## config.mk

```make
export PLATFORM = sky130hd
export DESIGN_NAME = systolic_ctrl
export DESIGN_NICKNAME = d
export VERILOG_FILES = /design/src/rtl/systolic_pkg.sv /design/src/rtl/systolic_ctrl_skew.sv /design/src/rtl/systolic_ctrl.sv
export SDC_FILE = /design/constraint.sdc
export NUM_CORES = 1
export LEC_CHECK = 0
export BUFFER_PORTS_ARGS = -buffer_cell sky130_fd_sc_hd__buf_2
export CAP_MARGIN = 20
export CELL_PAD_IN_SITES_DETAIL_PLACEMENT = 0
export CELL_PAD_IN_SITES_GLOBAL_PLACEMENT = 1
export CORE_MARGIN = 10
export CORE_UTILIZATION = 38
export DETAILED_ROUTE_END_ITERATION = 12
export PLACE_DENSITY = 0.88
export SYNTH_ARGS = -nofsm -noshare
export SYNTH_HDL_FRONTEND = slang
export SYNTH_SLANG_ARGS = --single-unit
```

## constraint.sdc

```tcl
create_clock -name clk -period 4.3 [get_ports clk]
set_input_delay 0.86 -clock clk [delete_from_list [all_inputs] [get_ports clk]]
set_output_delay 0.86 -clock clk [all_outputs]
set_load 0.02 [all_outputs]
```

## src/rtl/systolic_pkg.sv

```systemverilog
// systolic_pkg: shared types and sizing helpers for the systolic array sequencer.
//   state_t     - tile sequencer states (IDLE / LOAD / COMPUTE / DONE)
//   DIAGS       - anti-diagonal count for the default 5x5 array
//   diag_count  - anti-diagonal count for any array shape
//   cnt_width   - cycle counter width; wide enough for k_len_max+ROWS+COLS-2
package systolic_pkg;

  typedef enum logic [1:0] {
    IDLE    = 2'd0,
    LOAD    = 2'd1,
    COMPUTE = 2'd2,
    DONE    = 2'd3
  } state_t;

  localparam int ROWS_DEFAULT = 5;
  localparam int COLS_DEFAULT = 5;
  localparam int DIAGS        = ROWS_DEFAULT + COLS_DEFAULT - 1;

  function automatic int diag_count(input int rows, input int cols);
    return rows + cols - 1;
  endfunction

  // KW+1 bits hold (2^KW-1)+ROWS+COLS-2 for any practical array size; the
  // clog2 term only matters for tiny KW with a large array.
  function automatic int cnt_width(input int kw, input int rows, input int cols);
    int a;
    int b;
    a = kw + 1;
    b = $clog2(rows + cols);
    return (a > b) ? a : b;
  endfunction

endpackage

```

## src/rtl/systolic_ctrl_skew.sv

```systemverilog
// skew_line: fixed-depth delay line for one fmap row.
//   clk    - clock
//   rst_n  - synchronous active-low clear
//   flush  - synchronous clear of every stage (tile abort)
//   din    - row input
//   dout   - din delayed by DEPTH cycles; DEPTH=0 is a plain wire
module skew_line #(
  parameter int BW    = 8,
  parameter int DEPTH = 0
) (
  input  logic          clk,
  input  logic          rst_n,
  input  logic          flush,
  input  logic [BW-1:0] din,
  output logic [BW-1:0] dout
);

  generate
    if (DEPTH == 0) begin : g_wire
      logic unused_ctrl;
      assign unused_ctrl = ^{clk, rst_n, flush};
      assign dout = din;
    end else begin : g_regs
      logic [BW-1:0] stage_reg [DEPTH];

      always_ff @(posedge clk) begin
        if (!rst_n || flush) begin
          for (int i = 0; i < DEPTH; i++) stage_reg[i] <= '0;
        end else begin
          stage_reg[0] <= din;
          for (int i = 1; i < DEPTH; i++) stage_reg[i] <= stage_reg[i-1];
        end
      end

      assign dout = stage_reg[DEPTH-1];
    end
  endgenerate

endmodule

```

## src/rtl/systolic_ctrl.sv

```systemverilog
// systolic_ctrl: tile sequencer for a ROWS x COLS systolic array.
// One tile = ROWS cycles of weight preload, then a skewed MAC wavefront of
// k_len+ROWS+COLS-2 cycles, then a one-cycle done pulse.
//   clk, rst_n          - clock, synchronous active-low reset
//   start, abort, k_len - tile request, cancel, accumulation depth
//   i_fmap              - unskewed fmap vector (row r in slice r)
//   busy, done, err     - handshake toward the layer controller
//   w_rd_en, f_rd_en    - weight / fmap buffer read strobes
//   acc_clr             - accumulator clear on the first COMPUTE cycle
//   str_en, mul_en      - per-row weight store, per-anti-diagonal multiply
//   pe_en               - per-PE enable, bit r*COLS+c
//   o_fmap              - fmap with row r delayed r cycles
module systolic_ctrl
  import systolic_pkg::*;
#(
  parameter int I_F_BW = 8,
  parameter int ROWS   = ROWS_DEFAULT,
  parameter int COLS   = COLS_DEFAULT,
  parameter int KW     = 8
) (
  input  logic                   clk,
  input  logic                   rst_n,
  input  logic                   start,
  input  logic                   abort,
  input  logic [KW-1:0]          k_len,
  input  logic [I_F_BW*ROWS-1:0] i_fmap,
  output logic                   busy,
  output logic                   done,
  output logic                   err,
  output logic                   w_rd_en,
  output logic                   f_rd_en,
  output logic                   acc_clr,
  output logic [ROWS-1:0]        str_en,
  output logic [ROWS+COLS-2:0]   mul_en,
  output logic [ROWS*COLS-1:0]   pe_en,
  output logic [I_F_BW*ROWS-1:0] o_fmap
);

  localparam int NDIAG = diag_count(ROWS, COLS);
  localparam int CW    = cnt_width(KW, ROWS, COLS);

  state_t         state_reg, state_next;
  logic [CW-1:0]  cnt_reg, cnt_next;
  logic [KW-1:0]  k_len_reg, k_len_next;
  logic [CW-1:0]  last_t;
  logic           flush;

  logic             busy_reg, busy_next;
  logic             done_reg, done_next;
  logic             err_reg, err_next;
  logic             w_rd_en_reg, w_rd_en_next;
  logic             f_rd_en_reg, f_rd_en_next;
  logic             acc_clr_reg, acc_clr_next;
  logic [ROWS-1:0]  str_en_reg, str_en_next;
  logic [NDIAG-1:0] mul_en_reg, mul_en_next;

  // Last COMPUTE index; k_len_reg is stable for the whole tile.
  assign last_t = CW'(k_len_reg) + CW'(ROWS + COLS - 3);
  assign flush  = abort && (state_reg != IDLE);

  // State register (control outputs registered alongside so they line up
  // with the state they belong to).
  always_ff @(posedge clk) begin
    if (!rst_n) begin
      state_reg   <= IDLE;
      cnt_reg     <= '0;
      k_len_reg   <= '0;
      busy_reg    <= 1'b0;
      done_reg    <= 1'b0;
      err_reg     <= 1'b0;
      w_rd_en_reg <= 1'b0;
      f_rd_en_reg <= 1'b0;
      acc_clr_reg <= 1'b0;
      str_en_reg  <= '0;
      mul_en_reg  <= '0;
    end else begin
      state_reg   <= state_next;
      cnt_reg     <= cnt_next;
      k_len_reg   <= k_len_next;
      busy_reg    <= busy_next;
      done_reg    <= done_next;
      err_reg     <= err_next;
      w_rd_en_reg <= w_rd_en_next;
      f_rd_en_reg <= f_rd_en_next;
      acc_clr_reg <= acc_clr_next;
      str_en_reg  <= str_en_next;
      mul_en_reg  <= mul_en_next;
    end
  end

  // Next-state logic.
  always_comb begin
    state_next = state_reg;
    cnt_next   = cnt_reg;
    k_len_next = k_len_reg;
    case (state_reg)
      IDLE: begin
        if (start && !abort && (k_len != '0)) begin
          state_next = LOAD;
          cnt_next   = '0;
          k_len_next = k_len;
        end
      end
      LOAD: begin
        if (cnt_reg == CW'(ROWS - 1)) begin
          state_next = COMPUTE;
          cnt_next   = '0;
        end else begin
          cnt_next = cnt_reg + CW'(1);
        end
      end
      COMPUTE: begin
        if (cnt_reg == last_t) begin
          state_next = DONE;
          cnt_next   = '0;
        end else begin
          cnt_next = cnt_reg + CW'(1);
        end
      end
      DONE: begin
        state_next = IDLE;
        cnt_next   = '0;
      end
      default: begin
        state_next = IDLE;
        cnt_next   = '0;
      end
    endcase
    if (flush) begin
      state_next = IDLE;
      cnt_next   = '0;
    end
  end

  // Output decode from the upcoming state, so registered outputs coincide
  // with that state.
  always_comb begin
    busy_next    = (state_next != IDLE);
    done_next    = (state_next == DONE);
    err_next     = (state_reg == IDLE) && start && !abort && (k_len == '0);
    w_rd_en_next = (state_next == LOAD);
    str_en_next  = {ROWS{state_next == LOAD}};
    f_rd_en_next = (state_next == COMPUTE) && (cnt_next < CW'(k_len_next));
    acc_clr_next = (state_next == COMPUTE) && (cnt_next == '0);
  end

  // Anti-diagonal d multiplies for k_len cycles starting at t=d.
  genvar gi, gj;
  generate
    for (gi = 0; gi < NDIAG; gi++) begin : g_mul
      assign mul_en_next[gi] = (state_next == COMPUTE) &&
                               (cnt_next >= CW'(gi)) &&
                               (cnt_next < CW'(gi) + CW'(k_len_next));
    end

    for (gi = 0; gi < ROWS; gi++) begin : g_pe_row
      for (gj = 0; gj < COLS; gj++) begin : g_pe_col
        assign pe_en[gi*COLS+gj] = str_en_reg[gi] | mul_en_reg[gi+gj];
      end
    end

    for (gi = 0; gi < ROWS; gi++) begin : g_skew
      skew_line #(
        .BW    (I_F_BW),
        .DEPTH (gi)
      ) u_skew (
        .clk   (clk),
        .rst_n (rst_n),
        .flush (flush),
        .din   (i_fmap[gi*I_F_BW +: I_F_BW]),
        .dout  (o_fmap[gi*I_F_BW +: I_F_BW])
      );
    end
  endgenerate

  assign busy    = busy_reg;
  assign done    = done_reg;
  assign err     = err_reg;
  assign w_rd_en = w_rd_en_reg;
  assign f_rd_en = f_rd_en_reg;
  assign acc_clr = acc_clr_reg;
  assign str_en  = str_en_reg;
  assign mul_en  = mul_en_reg;

endmodule

```

==> summary.log, run 1 <==
INFO  power_and_ir_drop vdd_ir_drop_max=0.0002622V
INFO  cts            clock_latency=410ps
INFO  yosys          netlist_area=6608um^2
INFO  layout         final_nets=961
INFO  die            start_util=38.47%
INFO  worst_setup_path rr_startpoint=k_len_reg[0]$_SDFF_PN0_
INFO  sta            layout_min_cycle_time=4052ps
INFO  die            pin_count=137
INFO  die            die_area=23,060um^2
INFO  worst_setup_path crit_family=compound AO/OA/AOI/OAI gates
INFO  worst_setup_path critical_path.cell_chain=inv_1 -> ha_1 -> xnor2_1 -> a211o_1 -> a2111o_1 -> a211oi_4 -> buf_4 -> a21oi_2 -> a21oi_4 -> clkinvlp_4 -> ha_1 -> a21o_1 -> a21o_1 -> a21oi_1 -> nor2b_1 -> a2111oi_0 -> o221a_1
INFO  worst_setup_path slowest_stage=sky130_fd_sc_hd__dfxtp_1
INFO  yosys          ys_dominant_reg_cell=sky130_fd_sc_hd__dfxtp_1
INFO  worst_setup_path worst_ep_required_time=4650ps
INFO  yosys          synthesized_netlist_cell_count=745
INFO  layout         postLayoutCoreUtil=46.10%
INFO  placed_design  detailed_place.area=7301um^2
INFO  grt            first_pass_grt_wire_length=28.81mm
INFO  route          post_drt_via_cell_ratio=5.143
INFO  yosys          synth.ff_latch_count=113
INFO  die            core-area=17,180um^2
INFO  placed_design  place_hpwl=13.41mm
INFO  worst_setup_path criticalPathCategory=flop to flop
INFO  yosys          ys_warn_count=0
INFO  worst_setup_path crit_path_start_kind=flop
INFO  layout         ff_latch_area=2262um^2
INFO  sta            unrepaired_setup_endpoints_after_global_routing=false
INFO  job            maxCapViolations=0
INFO  grt            global_route.overflow_total=0
INFO  layout         instances_no_fill=1,076
INFO  placed_design  place_congestion=0.9593
INFO  die            die_x=151.9um
INFO  yosys          postSynthAreaPerCell=8.869um^2
INFO  yosys          synth.yosys.seq_area_share=34.24%
INFO  layout         multi_input_logic_area=3792um^2
INFO  cts            htree_levels=4
INFO  route          detail_route.drc_violations=0
INFO  min_path       min_from=g_skew[3].u_skew.g_regs.stage_reg[0][11]$_SDFF_PP0_
INFO  die            std_cell_rows=48
INFO  placed_design  dp_slack=11.23ps
INFO  sta            setup_slack=248.4ps
INFO  min_path       timing.hold.worst_endpoint=g_skew[3].u_skew.g_regs.stage_reg[0][19]$_SDFF_PP0_
INFO  worst_setup_path arrival=4410ps
INFO  route          antenna_left=0
INFO  grt            grt_max_degree=100
INFO  worst_setup_path number_of_cell_instances_on_the_worst_register_to_register_path=17
INFO  min_path       timing.hold.worst.class=flop to flop
INFO  yosys          asyncSetResetFlopFracSynth=0%
INFO  route          routedWlPerCell=16.55um
INFO  layout         antenna_cells_inserted=0
INFO  sta            layout_worst_path_cycle_share=94.22%
INFO  sta            fmax=246.8MHz
INFO  yosys          distinct_cell_type_count_of_the_synthesized_netlist=69
INFO  placed_design  port_buffers=120
INFO  cts            clock_sink_count=113
INFO  layout         flip_flop_count_of_the_largest_register_all_copies_and_words_added=80
INFO  route          routed_wire_length=17.81mm
INFO  route          drt_pre_antenna_iters=5
INFO  power_and_ir_drop power.leakage=0.003973uW
INFO  sta            worst_pin_slew=936.0ps
INFO  min_path       worst_hold_path.num_cells=1
INFO  sta            timing.final.setup_violations=0
INFO  sta            final.setup.tns=0ps
INFO  sta            relSlewSlack=37.37%
INFO  grt            gr-usage-all-layers=15.09%
INFO  placed_design  placed_cells_incl_taps=1,042
INFO  worst_setup_path register_to_register_setup_slack=250ps
INFO  worst_setup_path cp_max_fo=6
INFO  layout         fin_area=7919um^2
INFO  layout         area_delta_synth_final=19.84%
INFO  layout         share_of_post_route_cells_with_drive_strength_above_1=25.97%
INFO  worst_setup_path max_stage_delay=420ps
INFO  cts            cts_made_buffers=17
INFO  sta            fin_worst_skew=6.484ps
INFO  die            die_y=151.9um
INFO  cts            cts.root.buffer_cell=sky130_fd_sc_hd__clkbuf_16
INFO  cts            tritoncts=built
INFO  cts            worst_setup_hold_path_clk_slew=60ps
INFO  sta            hold_viol=0
INFO  worst_setup_path worstPathBufferInverterCount=3
INFO  sta            final_max_slew_viol_count=0
INFO  route          vias=5,534
INFO  layout         nFillCells=1,648
INFO  route          starting_drc_count_in_detailed_routing=399
INFO  power_and_ir_drop powerDensity=371.8nW/um^2
INFO  run_status     outcome=finished, final reports clean
INFO  cts            cts.path.max_buffers=2
INFO  grt            first_global_vias=5,314
INFO  worst_setup_path rr_endpoint=mul_en[2]$_SDFF_PN0_
INFO  worst_setup_path critPathCaptureType=flop
INFO  yosys          post_synthesis_net_count=868
INFO  yosys          synth_enable_flop_cells=0
INFO  grt            number_of_antenna_violations_at_the_first_check_in_global_routing=0
==> cell families (layout without fill, tap and decap cells) <==
logic type,after synthesis,in the layout,synth area share (%)
buffers and inverters,107,213,8.729
DFF,113,113,34.24
AOI/OAI and AO/OA,103,103,11.40
and+or+nand+nor,286,286,23.27
muxes,7,7,1.060
adders and majority gates,77,77,14.41
xor gates and xnor gates,52,52,6.893
==> per-layer routing <==
layer / share of wire [%] / GRT usage [%] / vias to the layer above
met2: 44 / 22.84 / 233
met4: 1.8 / 5.731 / 0
met1: 47 / 20.30 / 2541
met3: 7.2 / 3.528 / 21
met5: 0 / 0 / -
li1: - / - / 2739
==> through the flow <==
stage / hold slack [ps] / power [uW]
2_1_floorplan: 436.7 / 1443
3_3_place_gp: 439.0 / 1542
3_5_place_dp: 442.9 / 1546
4_1_cts: 453.9 / 2967
5_1_grt: 463.2 / 3058
6_report: 448.9 / 2944
==> area by class of cell <==
| type | count | area share [%] |
|---|---|---|
| clock buffer | 17 | 5.372 |
| clock inverter | 15 | 2.196 |
| inverter | 21 | 1.043 |
| multi-input combinational | 525 | 47.89 |
| sequential | 113 | 28.57 |
| tap | 225 | 3.555 |
| timing repair buffer | 160 | 11.38 |
==> worst max path at each step <==
stage | from | endpoint | slack (ps) | cells after the start
2_1_floorplan | abort | mul_en[2]$_SDFF_PN0_ | 50 | 18
3_3_place_gp | k_len[7] | mul_en[4]$_SDFF_PN0_ | 150 | 17
3_5_place_dp | abort | mul_en[2]$_SDFF_PN0_ | 10 | 15
4_1_cts | k_len_reg[0]$_SDFF_PN0_ | mul_en[2]$_SDFF_PN0_ | 180 | 17
5_1_grt | state_reg[0]$_SDFF_PN0_ | mul_en[2]$_SDFF_PN0_ | 90 | 14
6_report | k_len_reg[0]$_SDFF_PN0_ | mul_en[2]$_SDFF_PN0_ | 250 | 17
==> power by group <==
part / switching, uW / internal, uW / total [uW]
Clock: 546 / 870 / 1420
Combinational: 251 / 169 / 421
Sequential: 19.5 / 1090 / 1110
==> cells in the mapped netlist, drive strengths merged (11+ instances only) <==
cell,instances,area share (%)
a21o,12,1.4
a21oi,32,2.7
and2,16,1.5
and3,81,7.7
buf,52,5.6
clkbuf,34,1.9
dfxtp,113,34
ha,71,13
inv,21,1.2
nand2,51,2.9
nand3,13,0.98
nand4,11,1.0
nor2,52,3.0
nor2b,19,1.8
nor3,11,0.83
o21ai,19,1.4
or2,12,1.1
xnor2,32,4.2
xor2,20,2.7
==> worst reg2reg max path, stage by stage, from the launching register on <==
cell and delay, ps:
sky130_fd_sc_hd__dfxtp_1 420, sky130_fd_sc_hd__inv_1 90, sky130_fd_sc_hd__ha_1 310, sky130_fd_sc_hd__xnor2_1 130, sky130_fd_sc_hd__a211o_1 230, sky130_fd_sc_hd__a2111o_1 420, sky130_fd_sc_hd__a211oi_4 250, sky130_fd_sc_hd__buf_4 180
sky130_fd_sc_hd__a21oi_2 110, sky130_fd_sc_hd__a21oi_4 300, sky130_fd_sc_hd__clkinvlp_4 180, sky130_fd_sc_hd__ha_1 220, sky130_fd_sc_hd__a21o_1 150, sky130_fd_sc_hd__a21o_1 180, sky130_fd_sc_hd__a21oi_1 140, sky130_fd_sc_hd__nor2b_1 50
sky130_fd_sc_hd__a2111oi_0 370, sky130_fd_sc_hd__o221a_1 260
==> what timing repair did <==
action / CTS / global route
hold buffers: 0 / 0
endpoints found under the setup margin: 0 / 1
setup buffers: 0 / 2
resized for setup: 0 / 1
==> placed cells by master, fill, tap and decap left out, drive strengths merged, types with 6 or more instances in the layout <==
cell and n:
buf 160, dfxtp 113, and3 81, ha 71
nor2 52, nand2 51, xnor2 32, a21oi 32
inv 26, xor2 20, nor2b 19, o21ai 19
clkbuf 17, and2 16, nand3 13, a21o 12
or2 12, nor3 11, nand4 11, nand2b 7
nor4 7, mux2i 7, clkinv 6, maj3 6
No activity file was read; power rests on OpenSTA's default activity.
==> run 2: changes to the inputs <==
ABC_AREA = 1   (was default)
CORE_UTILIZATION = 36   (was 38)
PLACE_DENSITY = 0.87   (was 0.88)
==> run 2 against run 1 <==
Against the previous run:
- clock skew increased by 2.1 ps
- synthesized area about the same
- global-route usage decreased by 0.58 points
- clock power about the same
- fmax increased by 11%
- largest cell class unchanged
- highest routed layer unchanged
- synthesized cell count increased by 22%
- power increased by 10%
- critical endpoint is now mul_en[1]$_SDFF_PN0_
- first-iteration DRC count decreased by 4.0%
- combinational power increased by 68%
- via count increased by 3.8%
==> summary.log, run 2 <==
INFO  cts            cts.path.max_buffers=2 [unchanged]
INFO  die            pin_count=137 [unchanged]
INFO  yosys          synthTopCellsByArea=sky130_fd_sc_hd__dfxtp_1 34%, sky130_fd_sc_hd__ha_1 13%, sky130_fd_sc_hd__inv_1 8.6% [was sky130_fd_sc_hd__dfxtp_1 34%, sky130_fd_sc_hd__ha_1 13%, sky130_fd_sc_hd__and3_1 7.7%]
INFO  cts            htree_levels=4 [unchanged]
INFO  route          post_drt_via_cell_ratio=4.622 [was 5.143]
INFO  die            core-area=18,020um^2 [was 17,180 um^2]
INFO  worst_setup_path worstPathBufferInverterCount=4 [was 3]
INFO  die            die_area=24,160um^2 [was 23,060 um^2]
INFO  sta            relSlewSlack=47.47% [was 37.37%]
INFO  yosys          synthTopCellsByCount=152 x sky130_fd_sc_hd__inv_1, 148 x sky130_fd_sc_hd__nor2_1, 143 x sky130_fd_sc_hd__nand2_1 [was 113 x sky130_fd_sc_hd__dfxtp_1, 81 x sky130_fd_sc_hd__and3_1, 71 x sky130_fd_sc_hd__ha_1]
INFO  worst_setup_path register_to_register_setup_slack=690ps [was 250 ps]
INFO  worst_setup_path critical_path.cell_chain=buf_2 -> inv_1 -> nand2_1 -> nor2_1 -> nand2_2 -> inv_1 -> o21ai_2 -> inv_1 -> ha_1 -> nand2_1 -> nor2_1 -> xor2_1 -> nand2_1 -> nand2_1 -> ha_1 -> a21oi_1 -> nor2_1 -> a2111oi_0 -> nand2_1 -> nor2_1 [was inv_1 -> ha_1 -> xnor2_1 -> a211o_1 -> a2111o_1 -> a211oi_4 -> buf_4 -> a21oi_2 -> a21oi_4 -> clkinvlp_4 -> ha_1 -> a21o_1 -> a21o_1 -> a21oi_1 -> nor2b_1 -> a2111oi_0 -> o221a_1]
INFO  grt            grt_max_degree=81 [was 100]
INFO  sta            worst_pin_slew=787.9ps [was 936.0 ps]
INFO  yosys          yosysTopAreaCellShare=34.26% [was 34.24%]
INFO  worst_setup_path rr_startpoint=k_len_reg[0]$_SDFF_PN0_ [unchanged]
INFO  power_and_ir_drop power.leakage=0.004090uW [was 0.003973 uW]
INFO  worst_setup_path slowest_stage=sky130_fd_sc_hd__a2111oi_0 [was sky130_fd_sc_hd__dfxtp_1]
INFO  placed_design  place_congestion=0.9019 [was 0.9593]
INFO  route          antenna_left=0 [unchanged]
INFO  layout         area_delta_synth_final=18.15% [was 19.84%]
INFO  worst_setup_path arrival=4010ps [was 4410 ps]
INFO  sta            unrepaired_setup_endpoints_after_global_routing=false [unchanged]
INFO  sta            fin_worst_skew=8.579ps [was 6.484 ps]
INFO  worst_setup_path crit_family=simple AND/OR/NAND/NOR gates [was compound AO/OA/AOI/OAI gates]
INFO  worst_setup_path cp_max_fo=13 [was 6]
INFO  die            std_cell_rows=49 [was 48]
INFO  yosys          synth.ff_latch_count=113 [unchanged]
INFO  route          vias=5,745 [was 5,534]
INFO  worst_setup_path number_of_cell_instances_on_the_worst_register_to_register_path=24 [was 17]
INFO  placed_design  placed_cells_incl_taps=1,211 [was 1,042]
INFO  worst_setup_path crit_path_start_kind=input pin [was flop]
INFO  die            die_y=155.4um [was 151.9 um]
INFO  yosys          ys_warn_count=0 [unchanged]
INFO  placed_design  port_buffers=120 [unchanged]
INFO  worst_setup_path criticalPathCategory=input pin to flop [was flop to flop]
INFO  yosys          synth_enable_flop_cells=0 [unchanged]
INFO  worst_setup_path max_stage_delay=320ps [was 420 ps]
INFO  sta            hold_viol=0 [unchanged]
INFO  route          starting_drc_count_in_detailed_routing=383 [was 399]
INFO  power_and_ir_drop powerDensity=415.7nW/um^2 [was 371.8 nW/um^2]
INFO  power_and_ir_drop vdd_ir_drop_max=0.0002438V [was 0.0002622 V]
INFO  grt            first_global_vias=5,549 [was 5,314]
INFO  route          detail_route.drc_violations=0 [unchanged]
INFO  grt            number_of_antenna_violations_at_the_first_check_in_global_routing=0 [unchanged]
INFO  sta            layout_worst_path_cycle_share=85.20% [was 94.22%]
INFO  grt            first_pass_grt_wire_length=28.28mm [was 28.81 mm]
INFO  route          routed_wire_length=17.83mm [was 17.81 mm]
INFO  layout         antenna_cells_inserted=0 [unchanged]
INFO  cts            cts.root.buffer_cell=sky130_fd_sc_hd__clkbuf_16 [unchanged]
INFO  yosys          synth.yosys.seq_area_share=34.26% [was 34.24%]
INFO  placed_design  place_hpwl=13.66mm [was 13.41 mm]
INFO  min_path       worst_hold_path.num_cells=2 [was 1]
INFO  layout         final_common_cell=sky130_fd_sc_hd__inv_1 [was sky130_fd_sc_hd__buf_2]
INFO  power_and_ir_drop post-layout-total-power=3243uW [was 2944 uW]
INFO  route          routedWlPerCell=14.34um [was 16.55 um]
INFO  yosys          netlist_area=6603um^2 [was 6608 um^2]
INFO  job            maxCapViolations=0 [unchanged]
INFO  yosys          cell_type_with_the_largest_total_area_after_synthesis=sky130_fd_sc_hd__dfxtp_1 [unchanged]
INFO  yosys          asyncSetResetFlopFracSynth=0% [unchanged]
INFO  cts            tritoncts=built [unchanged]
INFO  cts            ctsHoldBuffers=0 [unchanged]
INFO  layout         instances_no_fill=1,243 [was 1,076]
INFO  yosys          most_common_cell_in_the_synthesized_netlist=sky130_fd_sc_hd__inv_1 [was sky130_fd_sc_hd__dfxtp_1]
INFO  route          drt_pre_antenna_iters=5 [unchanged]
INFO  worst_setup_path worst_ep_required_time=4650ps [about the same]
INFO  run_status     outcome=finished, final reports clean [unchanged]
INFO  yosys          postSynthAreaPerCell=7.272um^2 [was 8.869 um^2]
INFO  cts            post-cts-setup-buffers=0 [unchanged]
INFO  cts            post_cts_resize_count=0 [unchanged]
INFO  layout         flip_flop_count_of_the_largest_register_all_copies_and_words_added=80 [unchanged]
INFO  yosys          synthesized_netlist_cell_count=908 [was 745]
INFO  min_path       timing.hold.worst.class=flop to flop [unchanged]
INFO  sta            fmax=272.9MHz [was 246.8 MHz]
INFO  sta            final_max_slew_viol_count=0 [unchanged]
INFO  worst_setup_path critPathCaptureType=flop [unchanged]
INFO  die            die_x=155.4um [was 151.9 um]
INFO  grt            global_route.overflow_total=0 [unchanged]
INFO  cts            clock_latency=400ps [was 410 ps]
INFO  sta            final.setup.tns=0ps [unchanged]
INFO  sta            timing.final.setup_violations=0 [unchanged]
INFO  min_path       timing.hold.worst_endpoint=g_skew[4].u_skew.g_regs.stage_reg[3][2]$_SDFF_PP0_ [was g_skew[3].u_skew.g_regs.stage_reg[0][19]$_SDFF_PP0_]
INFO  grt            gr-usage-all-layers=14.51% [was 15.09%]
INFO  layout         nFillCells=1,865 [was 1,648]
INFO  cts            cts_made_buffers=17 [unchanged]
INFO  min_path       min_from=g_skew[4].u_skew.g_regs.stage_reg[2][2]$_SDFF_PP0_ [was g_skew[3].u_skew.g_regs.stage_reg[0][11]$_SDFF_PP0_]
INFO  yosys          distinct_cell_type_count_of_the_synthesized_netlist=40 [was 69]
INFO  yosys          post_synthesis_net_count=1,031 [was 868]
INFO  worst_setup_path rr_endpoint=mul_en[4]$_SDFF_PN0_ [was mul_en[2]$_SDFF_PN0_]
INFO  sta            layout_min_cycle_time=3664ps [was 4052 ps]
INFO  layout         share_of_post_route_cells_with_drive_strength_above_1=20.51% [was 25.97%]
INFO  yosys          ys_dominant_reg_cell=sky130_fd_sc_hd__dfxtp_1 [unchanged]
INFO  cts            clock_sink_count=113 [unchanged]
INFO  cts            worst_setup_hold_path_clk_slew=60ps [about the same]
INFO  layout         final_nets=1,124 [was 961]
INFO  worst_setup_path critical-path-top-cell-by-count=sky130_fd_sc_hd__nand2_1
INFO  die            start_util=36.63% [was 38.47%]
INFO  layout         layout_common_cells=152 x sky130_fd_sc_hd__inv_1, 148 x sky130_fd_sc_hd__nor2_1, 142 x sky130_fd_sc_hd__nand2_1, 120 x sky130_fd_sc_hd__buf_2, 113 x sky130_fd_sc_hd__dfxtp_1 [was 120 x sky130_fd_sc_hd__buf_2, 113 x sky130_fd_sc_hd__dfxtp_1, 81 x sky130_fd_sc_hd__and3_1, 71 x sky130_fd_sc_hd__ha_1, 52 x sky130_fd_sc_hd__nor2_1]
## run 2: changes by cell type after synthesis, sizes merged, moves of 16 or more
cell,change
and2,-16
and3,-81
clkbuf,-24
inv,+134
nand2,+101
nor2,+103
nor2b,-19
xnor2,-19
## run 2: cell families (layout without fill, tap and decap cells)
kind of cell / count (synthesis) / in the layout / synth area share, %
AO/OA/AOI/OAI: 95 / 95 / 8.035
buffers and inverters: 220 / 326 / 15.37
multiplexers: 1 / 1 / 0.1705
XOR/XNOR: 33 / 33 / 4.378
AND/OR/NAND/NOR: 375 / 375 / 24.33
flip-flops: 113 / 113 / 34.26
adder cells (fa/ha/maj): 71 / 71 / 13.45
## run 2: metal layers
layer  GRT usage, %  vias up  share of wire [%]
met2          24.46      178                 48
met5              0        -                  0
met3          3.364       16                6.0
li1               -     2963                  -
met4          4.323        0                1.3
met1          17.94     2588                 45
## run 2: worst register-to-register path: cells and delay by family, from the launching register on
family | cells | cell delay, ps
AO/OA/AOI/OAI | 3 | 550
buffers and inverters | 2 | 320
AND/OR/NAND/NOR | 17 | 1630
flip-flops | 1 | 390
adder cells (fa/ha/maj) | 2 | 600
## run 2: cell type report
| cell class | count | area [um^2] | area share [%] |
|---|---|---|---|
| well taps | 229 | 286.5 | 3.673 |
| clock buffers | 19 | 442.9 | 5.678 |
| clock inverters | 13 | 160.2 | 2.053 |
| flip-flops and latches | 113 | 2262 | 29.00 |
| repair buffers | 138 | 735.7 | 9.431 |
| multi-input cells | 575 | 3328 | 42.66 |
| inverters | 156 | 585.6 | 7.506 |
## run 2: worst max path at each step
| stage | slack (ps) | cells past startpoint | to | start |
|---|---|---|---|---|
| detailed placement | 270 | 20 | mul_en[1]$_SDFF_PN0_ | abort |
| global route | 200 | 20 | mul_en[1]$_SDFF_PN0_ | abort |
| floorplan | 480 | 19 | mul_en[1]$_SDFF_PN0_ | abort |
| global placement | 330 | 20 | mul_en[1]$_SDFF_PN0_ | abort |
| CTS | 700 | 24 | mul_en[4]$_SDFF_PN0_ | k_len_reg[0]$_SDFF_PN0_ |
| finish | 640 | 20 | mul_en[1]$_SDFF_PN0_ | abort |
## run 2: per-stage QoR
| step | hold slack [ps] | area (um^2) | utilization (%) | setup slack (ps) |
|---|---|---|---|---|
| floorplan | 393.6 | 6603 | - | 483.3 |
| global placement | 393.6 | 7198 | 39.93 | 327.4 |
| global route | 418.2 | 7801 | 43.28 | 196.3 |
| CTS | 396.3 | 7801 | 43.28 | 704.6 |
| finish | 395.3 | 7801 | 43.28 | 636.2 |
| detailed placement | 397.4 | 7198 | 39.93 | 270.3 |
## run 2: where the power goes
group          switching, uW  internal, uW  total, uW
clock                    492           926       1420
combinational            459           247        706
sequential              24.8          1090       1120
total                    976          2270       3240
